[src/rtl/fft_ctrl.sv]
// fft_ctrl: sequencer for a 32-point radix-2 MDC FFT pipeline.
// A frame is 16 cycles of paired samples. A global cycle counter drives
// the stage commutators and the twiddle ROM indices. The controller
// zero-fills gaps inside a frame and flushes the pipeline after the last
// frame. It also produces output valid and frame-start flags that are
// delayed by the datapath latency.
module fft_ctrl #(
  parameter int PIPE_LAT = 24,
  parameter int CNT_W    = 7
) (
  input  logic             clk,
  input  logic             rst_n,
  input  logic             in_valid,
  output logic             in_ready,
  input  logic             clr_err,
  output logic [CNT_W-1:0] state_code,
  output logic [3:0]       rom_16_counter,
  output logic [2:0]       rom_8_counter,
  output logic [1:0]       rom_4_counter,
  output logic             zero_fill,
  output logic             out_valid,
  output logic             out_first,
  output logic             busy,
  output logic             err_gap
);

  typedef enum logic [1:0] {
    IDLE  = 2'd0,
    RUN   = 2'd1,
    FLUSH = 2'd2
  } state_t;

  // Flush counter is one bit wider than needed for PIPE_LAT = 127, so it cannot wrap.
  localparam int               FC_W      = 8;
  localparam logic [FC_W-1:0]  FLUSH_END = FC_W'(PIPE_LAT);

  state_t            state, state_nxt;
  logic [CNT_W-1:0]  g, g_nxt;
  logic [FC_W-1:0]   flush_cnt, flush_nxt;
  logic              err_nxt;
  logic              slot0;
  logic              accept;
  logic              vld_p0;
  logic              first_p0;
  logic [PIPE_LAT-1:0] vld_sr;
  logic [PIPE_LAT-1:0] first_sr;

  // Handshake, gap detection and per-cycle datapath qualifiers.
  always_comb begin
    slot0     = (g[3:0] == 4'd0);
    // During a flush, a new frame may only start at a frame boundary.
    in_ready  = (state == FLUSH) ? slot0 : 1'b1;
    accept    = in_valid & in_ready;
    zero_fill = (state == RUN) & ~slot0 & ~in_valid;
    vld_p0    = accept | zero_fill;
    first_p0  = vld_p0 & slot0;
  end

  // Next-state, counter and sticky-error logic.
  always_comb begin
    state_nxt = state;
    g_nxt     = g;
    flush_nxt = flush_cnt;
    case (state)
      IDLE: begin
        g_nxt     = '0;
        flush_nxt = '0;
        if (accept) begin
          state_nxt = RUN;
          g_nxt     = CNT_W'(1);
        end
      end
      RUN: begin
        g_nxt     = g + 1'b1;
        flush_nxt = '0;
        if (slot0 && !in_valid) begin
          state_nxt = FLUSH;
          flush_nxt = FC_W'(1);
        end
      end
      FLUSH: begin
        g_nxt     = g + 1'b1;
        flush_nxt = flush_cnt + 1'b1;
        // An accept on the last flush cycle takes priority over returning to idle.
        if (accept) begin
          state_nxt = RUN;
          flush_nxt = '0;
        end else if (flush_cnt == FLUSH_END) begin
          state_nxt = IDLE;
          g_nxt     = '0;
          flush_nxt = '0;
        end
      end
      default: begin
        state_nxt = IDLE;
        g_nxt     = '0;
        flush_nxt = '0;
      end
    endcase

    // Setting the error takes priority over a clear in the same cycle.
    err_nxt = err_gap;
    if (zero_fill)
      err_nxt = 1'b1;
    else if (clr_err || (state == IDLE && accept))
      err_nxt = 1'b0;
  end

  // State, global cycle counter, flush counter and error flag registers.
  always_ff @(posedge clk or posedge rst_n) begin
    if (rst_n) begin
      state     <= IDLE;
      g         <= '0;
      flush_cnt <= '0;
      err_gap   <= 1'b0;
    end else begin
      state     <= state_nxt;
      g         <= g_nxt;
      flush_cnt <= flush_nxt;
      err_gap   <= err_nxt;
    end
  end

  // Delay lines that align the valid and first flags with the datapath latency.
  always_ff @(posedge clk or posedge rst_n) begin
    if (rst_n) begin
      vld_sr   <= '0;
      first_sr <= '0;
    end else begin
      vld_sr[0]   <= vld_p0;
      first_sr[0] <= first_p0;
      for (int i = 1; i < PIPE_LAT; i++) begin
        vld_sr[i]   <= vld_sr[i-1];
        first_sr[i] <= first_sr[i-1];
      end
    end
  end

  // Registered state drives the outputs; the ROM indices are slices of the counter.
  always_comb begin
    state_code     = g;
    rom_16_counter = g[3:0];
    rom_8_counter  = g[2:0];
    rom_4_counter  = g[1:0];
    busy           = (state != IDLE);
    out_valid      = vld_sr[PIPE_LAT-1];
    out_first      = first_sr[PIPE_LAT-1];
  end

endmodule

[config.mk]
export PLATFORM = sky130hd
export DESIGN_NAME = fft_ctrl
export DESIGN_NICKNAME = d
export VERILOG_FILES = /design/src/rtl/fft_ctrl.sv
export SDC_FILE = /design/constraint.sdc
export NUM_CORES = 1
export LEC_CHECK = 0
export ABC_AREA = 1
export BUFFER_PORTS_ARGS = -buffer_cell sky130_fd_sc_hd__buf_2
export CAP_MARGIN = 20
export CELL_PAD_IN_SITES_DETAIL_PLACEMENT = 0
export CELL_PAD_IN_SITES_GLOBAL_PLACEMENT = 1
export CORE_ASPECT_RATIO = 0.8
export CORE_MARGIN = 1.5
export CORE_UTILIZATION = 48
export CTS_BUF_LIST = sky130_fd_sc_hd__clkbuf_8
export DETAILED_ROUTE_END_ITERATION = 12
export GPL_TIMING_DRIVEN = 0
export HOLD_SLACK_MARGIN = 0.05
export PLACE_DENSITY_LB_ADDON = 0.08
export SYNTH_ARGS = -nofsm -noshare
export SYNTH_HDL_FRONTEND = slang
export SYNTH_SLANG_ARGS = --single-unit
export TNS_END_PERCENT = 20
[constraint.sdc]
create_clock -name clk -period 2.2 [get_ports clk]
set_input_delay 0.11 -clock clk [delete_from_list [all_inputs] [get_ports clk]]
set_output_delay 0.11 -clock clk [all_outputs]
set_load 0.05 [all_outputs]
# Yosys cells after proc, flatten, opt, wreduce, memory -nomap -nowiden
# Index checks and enable logic that the tools add are counted.
dict set report totals {
  reg_bits 66
  input_bits 4
  wordCells 46
}
dict set report op_classes {
  n_addsub 2
  eq_ne 6
  muxes 16
  bitwise 7
  reduce_logical 9
}
# cell count
set op_table {}
lappend op_table {{$pmux 7 s3} 1}
lappend op_table {{$mux 8} 2}
lappend op_table {{$pmux 8 s2} 1}
lappend op_table {{$mux 7} 2}
lappend op_table {{$add 8x1->8 const B} 1}
lappend op_table {{$eq 8x5->1 const B} 1}
lappend op_table {{$mux 2} 4}
lappend op_table {{$add 7x1->7 const B} 1}
lappend op_table {{$pmux 2 s3} 1}
lappend op_table {{$mux 1} 5}
lappend op_table {{$and 1x1->1} 4}
lappend op_table {{$logic_not 4->1} 1}
lappend op_table {{$reduce_bool 2->1} 2}
lappend op_table {{$ne 3x2->1 const B} 1}
lappend op_table {{$reduce_and 3->1} 1}
lappend op_table {{$eq 2x1->1 const B} 1}
lappend op_table {{$eq 2x2->1 const B} 1}
lappend op_table {{$logic_and 1x1->1} 2}
lappend op_table {{$logic_not 2->1} 1}
lappend op_table {{$ne 2x1->1 const B} 1}
lappend op_table {{$ne 2x2->1 const B} 1}
lappend op_table {{$not 1->1} 2}
lappend op_table {{$logic_not 1->1} 1}
lappend op_table {{$logic_or 1x1->1} 1}
lappend op_table {{$or 1x1->1} 1}

# Logic depth before layout (Yosys ltp)
# Gate-level depths: netlist of run 1.
dict set report logic_depth {
  depth_word 7
  mapped_depth 9
  mapped_depth_nobuf 9
}

# Worst setup path after synthesis of run 1
# Ideal clock, no wire load.
dict set report synth_timing {
  path_type {register to register}
  start {register g[0] (netlist: state_code[0])}
  end {register state[0]}
  setup_ns 0.065
  arrival_time_ns 1.765
  path_slack_ns 0.370
  path_stages_with_launch 10
  n_path_buf 0
  path_cell_list {dfrtp_1 -> inv_1 -> ha_1 -> nand2_2 -> nand2_2 -> nand2_2 -> nand2_1 -> nand3_1 -> nand2_1 -> nand2_1}
}
dict set report synth_between {
  elab_chain_len 5
}
# element line_no
set synth_rtl {}
lappend synth_rtl {{from (decl)} 38} ;# logic [CNT_W-1:0] g, g_nxt;
lappend synth_rtl {{from (signal assigned)} 118} ;# g <= g_nxt;
lappend synth_rtl {{$logic_not 4->1 (*)} 50} ;# slot0 = (g[3:0] == 4'd0);
lappend synth_rtl {{$mux 1 (*)} 52} ;# in_ready = (state == FLUSH) ? slot0 : 1'b1;
lappend synth_rtl {{via in_ready} 14} ;# output logic in_ready,
lappend synth_rtl {{$and 1x1->1 (*)} 53} ;# accept = in_valid & in_ready;
lappend synth_rtl {{$ne 3x2->1 (no source line) (tied with other cells)} n/a}
lappend synth_rtl {{$reduce_and 3->1 (no source line) or $pmux 2 s3 (tied branches)} n/a}
lappend synth_rtl {{to (signal assigned)} 117} ;# state <= state_nxt;
lappend synth_rtl {{to (decl)} 37} ;# state_t state, state_nxt;
# The timed path passes the listed nets; every way through them passes the cells marked *.
# A chain may end at the register's enable or synchronous reset.

# Worst setup path after layout of run 1
dict set report layout_timing {
  start {register state[1]}
  end {output port zero_fill}
}
dict set report layout_between {
  elab_chain_len 3
}
# element line_no
set layout_rtl {}
lappend layout_rtl {{$eq 2x1->1} 54} ;# zero_fill = (state == RUN) & ~slot0 & ~in_valid;
lappend layout_rtl {{$and 1x1->1 (2 in series)} 54}
lappend layout_rtl {{to (decl)} 20} ;# output logic zero_fill,
# Every way passes these cells.

==> flow_metrics.env, run 1 <==
export IMPL_pwr_density_cell_nw_per_um2=1360
export IMPL_io_buffers=25
export IMPL_yosysSeqAreaShare_pct=71.2
export IMPL_finalSetupViolations=0
export IMPL_min_from="in_valid"
export IMPL_max_cap_violations=0
export IMPL_num_rows=22
export IMPL_drtAntennaViolNets=0
export IMPL_ys_ff_latch=66
export IMPL_placedCellCount=271
export IMPL_synthFlopType="dfrtp_1"
export IMPL_syn_inst=185
export IMPL_place_gp_congestion=0.779
export IMPL_synth_edf_count=0
export IMPL_die_w_um=80.7
export IMPL_root_buffer="clkbuf_8"
export IMPL_drt_total_wl_um=3600
export IMPL_fin_crit_sh_pct=83.6
export IMPL_cts_tree="built"
export IMPL_ys_warn_count=0
export IMPL_insertion_delay_ns=0.33
export IMPL_start_util_pct=50.1
export IMPL_slew_headroom_pct=74.1
export IMPL_grt_pass1_vias=1424
export IMPL_clkSinkCount=66
export IMPL_die_h_um=65.2
export IMPL_avgViaCountPerCell=4.63
export IMPL_synth_area_leaders="dfrtp_1 (71%), ha_1 (4.3%), inv_1 (4.0%)"
export IMPL_worstSetupPathType="reg2out"
export IMPL_die_area_sq_um=5260
export IMPL_grt_pass1_wl_um=6420
export IMPL_drt_iter0_drc=25
export IMPL_antenna_found_initial=0
export IMPL_clkTransAtPathRegs_ns=0.07
export IMPL_post_cts_resized=0
export IMPL_dr_pass1_iters=4
export IMPL_cp_start_kind="register"
export IMPL_finalWorstSetupSlack_ns=0.360
export IMPL_grt_ovfl_total=0
export IMPL_antenna_cells=0
export IMPL_hpwlAfterDp_um=2510
export IMPL_post_route_drc_count=0
export IMPL_worst_pin_slew_ns=0.387
export IMPL_cts_buffers=9
export IMPL_cts_hold_buf=2
export IMPL_fin_cells=289
export IMPL_final_cell_area_sq_um=2760
export IMPL_finalHoldWorstSlack_ns=0.0907
export IMPL_synth_nets=197
export IMPL_dp_slack_ns=0.668
export IMPL_synth_top_cell_area_share_pct=71.2
export IMPL_async_flop_share_pct=100
export IMPL_final_nets=236
export IMPL_final_hold_viol_count=0
export IMPL_yosysTopAreaCell="dfrtp_1"
export IMPL_ir_drop_mv=0.730
export IMPL_worstPathMaxFanout=4
export IMPL_num_io_pins=26
export IMPL_cp_data_arrival_time_ns=1.73
export IMPL_timing_rr_start="state_code[0]"
export IMPL_vias=1338
export IMPL_rsz0062_at_grt="false"
export IMPL_coreArea_sq_um=4620
export IMPL_finalCriticalPeriod_ns=1.84
export IMPL_hold_class="in2reg"
export IMPL_critPathLaunch="state[1]"
export IMPL_cp_end_kind="output pin"
export IMPL_fin_worst_skew_ns=0.00807
export IMPL_postCtsSetupBuffers=0
export IMPL_area_delta_synth_final_pct=19.1
export IMPL_grt_max_degree=51
export IMPL_status="finished, final reports clean"
export IMPL_p_leak_nw=1.42
export IMPL_h_tree_depth=3
export IMPL_synth_cell_types=20
export IMPL_max_freq_mhz=543
export IMPL_layout_drive_gt1_share_pct=25.3
export IMPL_crit_required_ns=2.09
export IMPL_wire_per_inst_um=12.4
export IMPL_gr_usage_all_layers_pct=17.3
export IMPL_placedInstanceArea_sq_um=2540
export IMPL_netlist_area_sq_um=2320
export IMPL_synth_area_per_cell_sq_um=12.5
export IMPL_drv_slew=0
export IMPL_clk_path_buf_depth=2
[logic make-up after synthesis]
family / Yosys count / share of synthesized area [%]
xor+xnor: 9 / 3.40
compound gates: 6 / 1.67
buf+inv: 34 / 6.96
simple gates: 62 / 12.4
flops: 66 / 71.2
fa+ha+maj: 8 / 4.32
[per-stage QoR]
| step | TNS (ns) | total power, mW | util [%] |
|---|---|---|---|
| final | 0 | 3.77 | 59.7 |
| after global routing | 0 | 4.00 | 59.7 |
| after CTS | 0 | 3.82 | 59.7 |
| after detailed placement | 0 | 2.80 | 54.9 |
| after global placement | -6.52 | 2.76 | 54.5 |
| after floorplan | 0 | 2.52 | - |
[Yosys cell counts, types with 3 or more instances]
library cell and number:
nand4_1 3, dfrtp_1 66, inv_1 25, xor2_1 7, nor2_1 16, nand3_1 11
nor3_1 4, nand2_1 21, ha_1 8, buf_4 9, nand2_2 3
[final timing paths]
| kind | endpoint | slack, ns | cells after the start |
|---|---|---|---|
| worst max-delay path | zero_fill | 0.36 | 7 |
| worst min-delay path | state_code[0] | 0.09 | 3 |
| worst max register to register | state[0] | 0.63 | 7 |
| worst min register to register | vld_sr[5] | 0.34 | 0 |
| max in group asynchronous | state[1] | 1.33 | 4 |
| min in group asynchronous | vld_sr[19] | 0.30 | 3 |
[cell usage in the layout (no fill, tap or decap)]
master / instances
dfrtp_1: 66
buf_2: 25
inv_1: 24
nand2_1: 21
nor2_1: 16
nand3_1: 11
clkbuf_8: 10
buf_4: 9
ha_1: 8
xor2_1: 7
nor3_1: 4
nand4_1: 3
nand2_2: 3
nand3b_1: 2
xnor2_1: 2
a21oi_1: 2
clkinv_2: 2
dlygate4sd3_1: 2
nor2_4: 1
a31oi_1: 1
nand3_2: 1
o22ai_1: 1
inv_2: 1
a21oi_2: 1
o211ai_1: 1
clkinvlp_4: 1
inv_6: 1
bufinv_16: 1
clkinv_4: 1
buf_12: 1
[power by group]
group,total (mW),switching (mW),leakage [nW],internal [mW]
sequential,1.72,0.157,0.837,1.57
combinational,1.05,0.762,0.485,0.290
clock,0.989,0.434,0.103,0.555
[metal layers]
layer | GRT usage, % | vias to the layer above | wire length, um
met3 | 7.08 | 9 | 173
met2 | 26.9 | 29 | 1720
met5 | 0 | - | 0
met4 | 9.91 | 0 | 79
met1 | 20.2 | 657 | 1630
li1 | - | 643 | -
[cell type report]
type | count | area [sq um]
multi-input cells | 85 | 505
repair buffers | 28 | 165
flip-flops and latches | 66 | 1650
well taps | 60 | 75.1
fillers | 373 | 1860
inverters | 25 | 93.8
clock inverters | 6 | 65.1
clock buffers | 10 | 138
plain buffers | 9 | 67.6
[critical path: stages (launching register included)]
cell	delay, ns
dfrtp_1	0.43
inv_1	0.11
ha_1	0.19
inv_1	0.06
nor2_1	0.16
nand2_1	0.13
inv_1	0.07
buf_2	0.25
[registers in the layout (all words and copies together) (netlist names)]
name,count
err_gap,1
first_sr,24
flush_cnt,8
state,2
state_code,7
vld_sr,24
Note: power is estimated with default switching activity, not from simulation.
==> inputs of run 2 (changes only) <==
- CORE_UTILIZATION: 48 -> 44
- clock period: 2.2 -> 1.5 ns (I/O delays scaled with it)
==> run 2 against run 1 <==
Effect of this change: worst setup slack got worse by 0.32 ns; final cell count grew 3.8%; global-route usage fell by 1.9 points; clock skew fell by 0.0043 ns; sequential share of layout area down 4.4 points; core utilization down 0.33 points; sequential cell count stayed put; largest power group unchanged; hold slack improved by 0.027 ns; total power rose by 59%.
==> flow_metrics.env, run 2 (synthesis results as in run 1) <==
export IMPL_status="finished, final reports clean"
export IMPL_insertion_delay_ns=0.32
export IMPL_cp_start_kind="register"
export IMPL_layout_drive_gt1_share_pct=37.8
export IMPL_slew_headroom_pct=64.4
export IMPL_hpwlAfterDp_um=2360
export IMPL_worstSetupPathType="reg2out"
export IMPL_critPathMaxStageDelay_ns=0.40
export IMPL_clkPwrFrac_pct=23.8
export IMPL_p_seq_share_pct=41.9
export IMPL_final_nets=247
export IMPL_clkTransAtPathRegs_ns=0.06
export IMPL_r2r_end="state[1]"
export IMPL_p_int_mw=3.88
export IMPL_grt_pass1_vias=1294
export IMPL_placedInstanceArea_sq_um=2570
export IMPL_drtAntennaViolNets=0
export IMPL_avgViaCountPerCell=4.56
export IMPL_r2r_cells=8
export IMPL_crit_top_cell="inv_2"
export IMPL_seqCellArea_sq_um=1660
export IMPL_fin_worst_skew_ns=0.00376
export IMPL_multi_input_area_sq_um=619
export IMPL_post_route_drc_count=0
export IMPL_io_buffers=25
export IMPL_drv_slew=0
export IMPL_worstPathMaxFanout=3
export IMPL_die_area_sq_um=5720
export IMPL_power_total_mw=5.99
export IMPL_finalCriticalPeriod_ns=1.46
export IMPL_grt_ovfl_total=0
export IMPL_cp_num_cells=7
export IMPL_ir_drop_mv=1.39
export IMPL_crit_family="flip-flops"
export IMPL_crit_chain="inv_2, ha_4, inv_2, nor2_4, nand2_2, inv_2, buf_8"
export IMPL_crit_required_ns=1.42
export IMPL_p_leak_nw=1.48
export IMPL_coreArea_sq_um=5040
export IMPL_dr_pass1_iters=4
export IMPL_final_hold_viol_count=0
export IMPL_gr_usage_all_layers_pct=15.3
export IMPL_h_tree_depth=3
export IMPL_combPwrFrac_pct=34.3
export IMPL_worst_pin_slew_ns=0.533
export IMPL_hold_class="in2reg"
export IMPL_root_buffer="clkbuf_8"
export IMPL_grt_pass1_wl_um=6350
export IMPL_cp_endpoint="zero_fill"
export IMPL_grt_max_degree=43
export IMPL_final_cell_area_sq_um=2990
export IMPL_layout_common_cells="dfrtp_1 (61), buf_2 (22), buf_4 (20)"
export IMPL_nFillCells=404
export IMPL_area_delta_synth_final_pct=29.0
export IMPL_num_io_pins=26
export IMPL_path_buf_inv=4
export IMPL_finalHoldWorstSlack_ns=0.118
export IMPL_max_cap_violations=0
export IMPL_pwr_density_cell_nw_per_um2=2000
export IMPL_reg_largest_list="first_sr (24), vld_sr (24), flush_cnt (8)"
export IMPL_fin_crit_sh_pct=97.4
export IMPL_layout_commonest_cell="dfrtp_1"
export IMPL_swShare_pct=35.3
export IMPL_antenna_found_initial=0
export IMPL_die_w_um=84.2
export IMPL_rsz0062_at_grt="true"
export IMPL_netSwitchingPower_mw=2.11
export IMPL_min_from="in_valid"
export IMPL_clkSinkCount=66
export IMPL_start_util_pct=46.0
export IMPL_wire_per_inst_um=12.3
export IMPL_finalSetupViolations=0
export IMPL_cp_data_arrival_time_ns=1.39
export IMPL_place_gp_congestion=0.847
export IMPL_max_freq_mhz=684
export IMPL_drt_total_wl_um=3690
export IMPL_final_util_pct=59.4
export IMPL_cts_buffers=9
export IMPL_cts_tree="built"
export IMPL_critPathLaunch="state[1]"
export IMPL_num_rows=23
export IMPL_cp_end_kind="output pin"
export IMPL_vias=1367
export IMPL_slowest_stage="dfrtp_1"
export IMPL_ff2ff_setup_slack_ns=0.08
export IMPL_drt_iter0_drc=61
export IMPL_clk_path_buf_depth=2
export IMPL_die_h_um=67.9
export IMPL_timing_rr_start="state[0]"
export IMPL_antenna_cells=0
## run 2: cell types whose count changed in the layout (fill, tap and decap cells not counted), sizes merged
cell and change:
clkinv -3, buf +11, clkbuf +1, clkinvlp +1, inv -1
## run 2: worst min path at each step
| stage | to | cells past startpoint | slack, ns |
|---|---|---|---|
| floorplan | err_gap | 1 | 0.22 |
| global placement | first_sr[2] | 0 | 0.33 |
| detailed placement | first_sr[6] | 2 | 0.15 |
| CTS | state_code[0] | 3 | 0.07 |
| global route | state_code[0] | 3 | 0.13 |
| finish | state_code[0] | 3 | 0.12 |
## run 2: worst reg2reg max path: stages (launching register included)
cell	delay, ns
dfrtp_2	0.45
inv_2	0.10
ha_4	0.19
inv_1	0.08
a31oi_4	0.19
nand2_2	0.12
nand3_1	0.12
nand2_1	0.06
nand2_1	0.06
## run 2: area by class of cell
class | count | area share (%)
clock inverter | 3 | 1.38
sequential | 66 | 55.4
timing repair buffer | 39 | 9.29
clock buffer | 11 | 5.06
multi-input combinational | 85 | 20.7
inverter | 25 | 3.26
buffer | 9 | 2.26
tap | 62 | 2.59
## run 2: repair_timing
item / in CTS / in global routing
pin swaps: 2 / 4
gates resized for setup: 14 / 20
buffers inserted: 5 / 6
hold buffers: 2 / 0
endpoints found under the setup margin: 12 / 19
endpoints found under the hold margin: 25 / 0
## run 2: power groups by stage
stage	Combinational, mW	Clock (mW)	Sequential (mW)
global placement	1.57	0	2.55
CTS	1.81	1.48	2.52
floorplan	1.08	0	2.69
finish	2.06	1.43	2.51
global route	2.21	1.57	2.58
detailed placement	1.59	0	2.56
## run 2: per-stage QoR
step,instances,setup TNS (ns),worst slack [ns]
floorplan,185,0,0.00921
global placement,272,-0.136,-0.0488
detailed placement,273,-0.257,-0.0865
CTS,294,-0.0271,-0.0271
global route,300,-0.0637,-0.0435
finish,300,0,0.0385
## run 2: routing by layer
layer  routed length [um]  GRT usage [%]
met2                 1570           22.0
met4                   19           5.94
met5                    0              0
met3                  235           8.44
met1                 1870           19.5
==> inputs of run 3 (changes only) <==
- CORE_UTILIZATION: 44 -> 41
- CTS_BUF_LIST: sky130_fd_sc_hd__clkbuf_8 -> sky130_fd_sc_hd__clkbuf_4 sky130_fd_sc_hd__clkbuf_8 sky130_fd_sc_hd__clkbuf_16
- MAX_ROUTING_LAYER: not set -> met4
- clock period: 1.5 -> 1.22 ns (I/O delays scaled with it)
==> run 3 against run 2 <==
Effect of this change: the run now ends with setup timing left; global-route usage decreased by 0.055 points; final cell count increased by 9.0%; combinational power increased by 49%; worst setup slack got worse by 0.24 ns; highest routed layer unchanged.
==> flow_metrics.env, run 3 (synthesis results as in run 1) <==
export IMPL_status="finished, violations left"
export IMPL_violations="setup timing"
export IMPL_crit_required_ns=1.16
export IMPL_clk_path_buf_depth=2
export IMPL_wire_per_inst_um=11.9
export IMPL_pwr_density_cell_nw_per_um2=2410
export IMPL_coreArea_sq_um=5470
export IMPL_nFillCells=466
export IMPL_max_cap_violations=0
export IMPL_num_io_pins=26
export IMPL_finalWorstSetupSlack_ns=-0.198
export IMPL_fin_setup_tns_ns=-2.74
export IMPL_post_route_drc_count=0
export IMPL_dp_slack_ns=-0.337
export IMPL_grt_pass1_vias=1403
export IMPL_drt_total_wl_um=3880
export IMPL_drt_iter0_drc=42
export IMPL_seqCellArea_sq_um=1660
export IMPL_swShare_pct=35.9
export IMPL_final_cell_area_sq_um=3170
export IMPL_fin_worst_skew_ns=0.0106
export IMPL_clkSinkCount=66
export IMPL_layout_common_cells="dfrtp_1 (61), buf_4 (28), inv_1 (16), nand2_1 (16), nor2_1 (14)"
export IMPL_max_freq_mhz=705
export IMPL_critPathLaunch="state[1]"
export IMPL_final_util_pct=58.0
export IMPL_h_tree_depth=3
export IMPL_wl_met1_um=1890
export IMPL_avgViaCountPerCell=4.36
export IMPL_finalHoldWorstSlack_ns=0.227
export IMPL_placedInstanceArea_sq_um=2610
export IMPL_gr_usage_all_layers_pct=15.3
export IMPL_r2r_cells=8
export IMPL_grt_max_degree=42
export IMPL_finalCriticalPeriod_ns=1.42
export IMPL_finalSetupViolations=21
export IMPL_p_seq_share_pct=40.2
export IMPL_routed_top_layer="met4"
export IMPL_die_h_um=70.3
export IMPL_num_rows=24
export IMPL_ir_drop_mv=1.09
export IMPL_cp_endpoint="zero_fill"
export IMPL_combPwrFrac_pct=40.0
export IMPL_hold_class="in2reg"
export IMPL_p_leak_nw=1.54
export IMPL_netSwitchingPower_mw=2.75
export IMPL_ff2ff_setup_slack_ns=-0.19
export IMPL_die_area_sq_um=6120
export IMPL_layout_commonest_cell="dfrtp_1"
export IMPL_drv_slew=0
export IMPL_rsz0062_at_grt="true"
export IMPL_grt_pass1_wl_um=6660
export IMPL_multi_input_area_sq_um=658
export IMPL_hpwlAfterDp_um=2360
export IMPL_worstPathMaxFanout=2
export IMPL_io_buffers=25
export IMPL_cp_data_arrival_time_ns=1.36
export IMPL_start_util_pct=42.4
export IMPL_antenna_found_initial=0
export IMPL_insertion_delay_ns=0.33
export IMPL_wl_met3_um=166
export IMPL_cp_end_kind="output pin"
export IMPL_cp_start_kind="register"
export IMPL_final_nets=258
export IMPL_root_buffer="clkbuf_8"
export IMPL_die_w_um=87.1
export IMPL_worstSetupPathType="reg2out"
export IMPL_cts_buffers=9
export IMPL_worst_pin_slew_ns=0.813
export IMPL_place_gp_congestion=0.769
export IMPL_slew_headroom_pct=45.7
export IMPL_antenna_cells=0
export IMPL_final_hold_viol_count=0
export IMPL_clkPwrFrac_pct=19.8
export IMPL_clkTransAtPathRegs_ns=0.07
export IMPL_timing_rr_start="state[0]"
export IMPL_drtAntennaViolNets=0
export IMPL_dr_pass1_iters=4
export IMPL_reg_largest_list="first_sr (24), vld_sr (24), flush_cnt (8)"
export IMPL_area_delta_synth_final_pct=36.8
export IMPL_fin_crit_sh_pct=116
export IMPL_cts_tree="built"
export IMPL_grt_ovfl_total=0
export IMPL_r2r_end="state[0]"
export IMPL_p_int_mw=4.90
export IMPL_met2WireLength_um=1760
export IMPL_vias=1426
export IMPL_layout_drive_gt1_share_pct=42.6
-- run 3: how the worst min path moves through the flow --
stage	cells after the start	from	endpoint	slack (ns)
after global placement	0	first_sr[5]	first_sr[6]	0.33
after global routing	5	in_valid	vld_sr[0]	0.24
after detailed placement	2	rst_n	vld_sr[14]	0.26
after CTS	5	in_valid	vld_sr[0]	0.16
final	4	in_valid	flush_cnt[3]	0.23
after floorplan	2	in_valid	vld_sr[0]	0.19
-- run 3: timing repair --
item                       in CTS  in global routing
hold endpoints to repair       44                  0
hold buffers                    3                  0
pin swaps                       9                  4
setup endpoints to repair      27                 31
setup buffers                  16                  5
resized for setup              38                 22
-- run 3: area by class of cell --
cell class                 instances  area share (%)
inverter                          25            3.16
tap                               78            3.08
timing repair buffer              50            13.5
clock inverter                     3           0.552
multi-input combinational         85            20.8
sequential                        66            52.3
buffer                             9            2.13
clock buffer                      11            4.58
-- run 3: power groups by stage --
stage	combinational (mW)	clock (mW)	sequential [mW]
3_3_place_gp	1.99	0	3.13
6_report	3.06	1.51	3.08
5_1_grt	3.26	1.68	3.16
2_1_floorplan	1.37	0	3.30
3_5_place_dp	2.00	0	3.13
4_1_cts	2.67	1.58	3.08
-- run 3: layer usage --
| layer | GRT usage, % | vias to the layer above |
|---|---|---|
| li1 | - | 687 |
| met1 | 20.8 | 717 |
| met2 | 19.4 | 15 |
| met3 | 7.45 | 7 |
| met4 | 5.91 | 0 |
| met5 | - | - |
-- run 3: metrics by stage --
| step | power (mW) | std cells |
|---|---|---|
| detailed placement | 5.13 | 289 |
| floorplan | 4.67 | 185 |
| global placement | 5.12 | 288 |
| CTS | 7.34 | 322 |
| finish | 7.65 | 327 |
| global route | 8.10 | 327 |
-- run 3: worst max-delay path, stage by stage (launching register included) --
cell and delay (ns):
dfrtp_1 0.40, inv_2 0.09, ha_4 0.14, inv_2 0.05, nor2_4 0.08, nand2_2 0.07
inv_2 0.06, buf_8 0.13
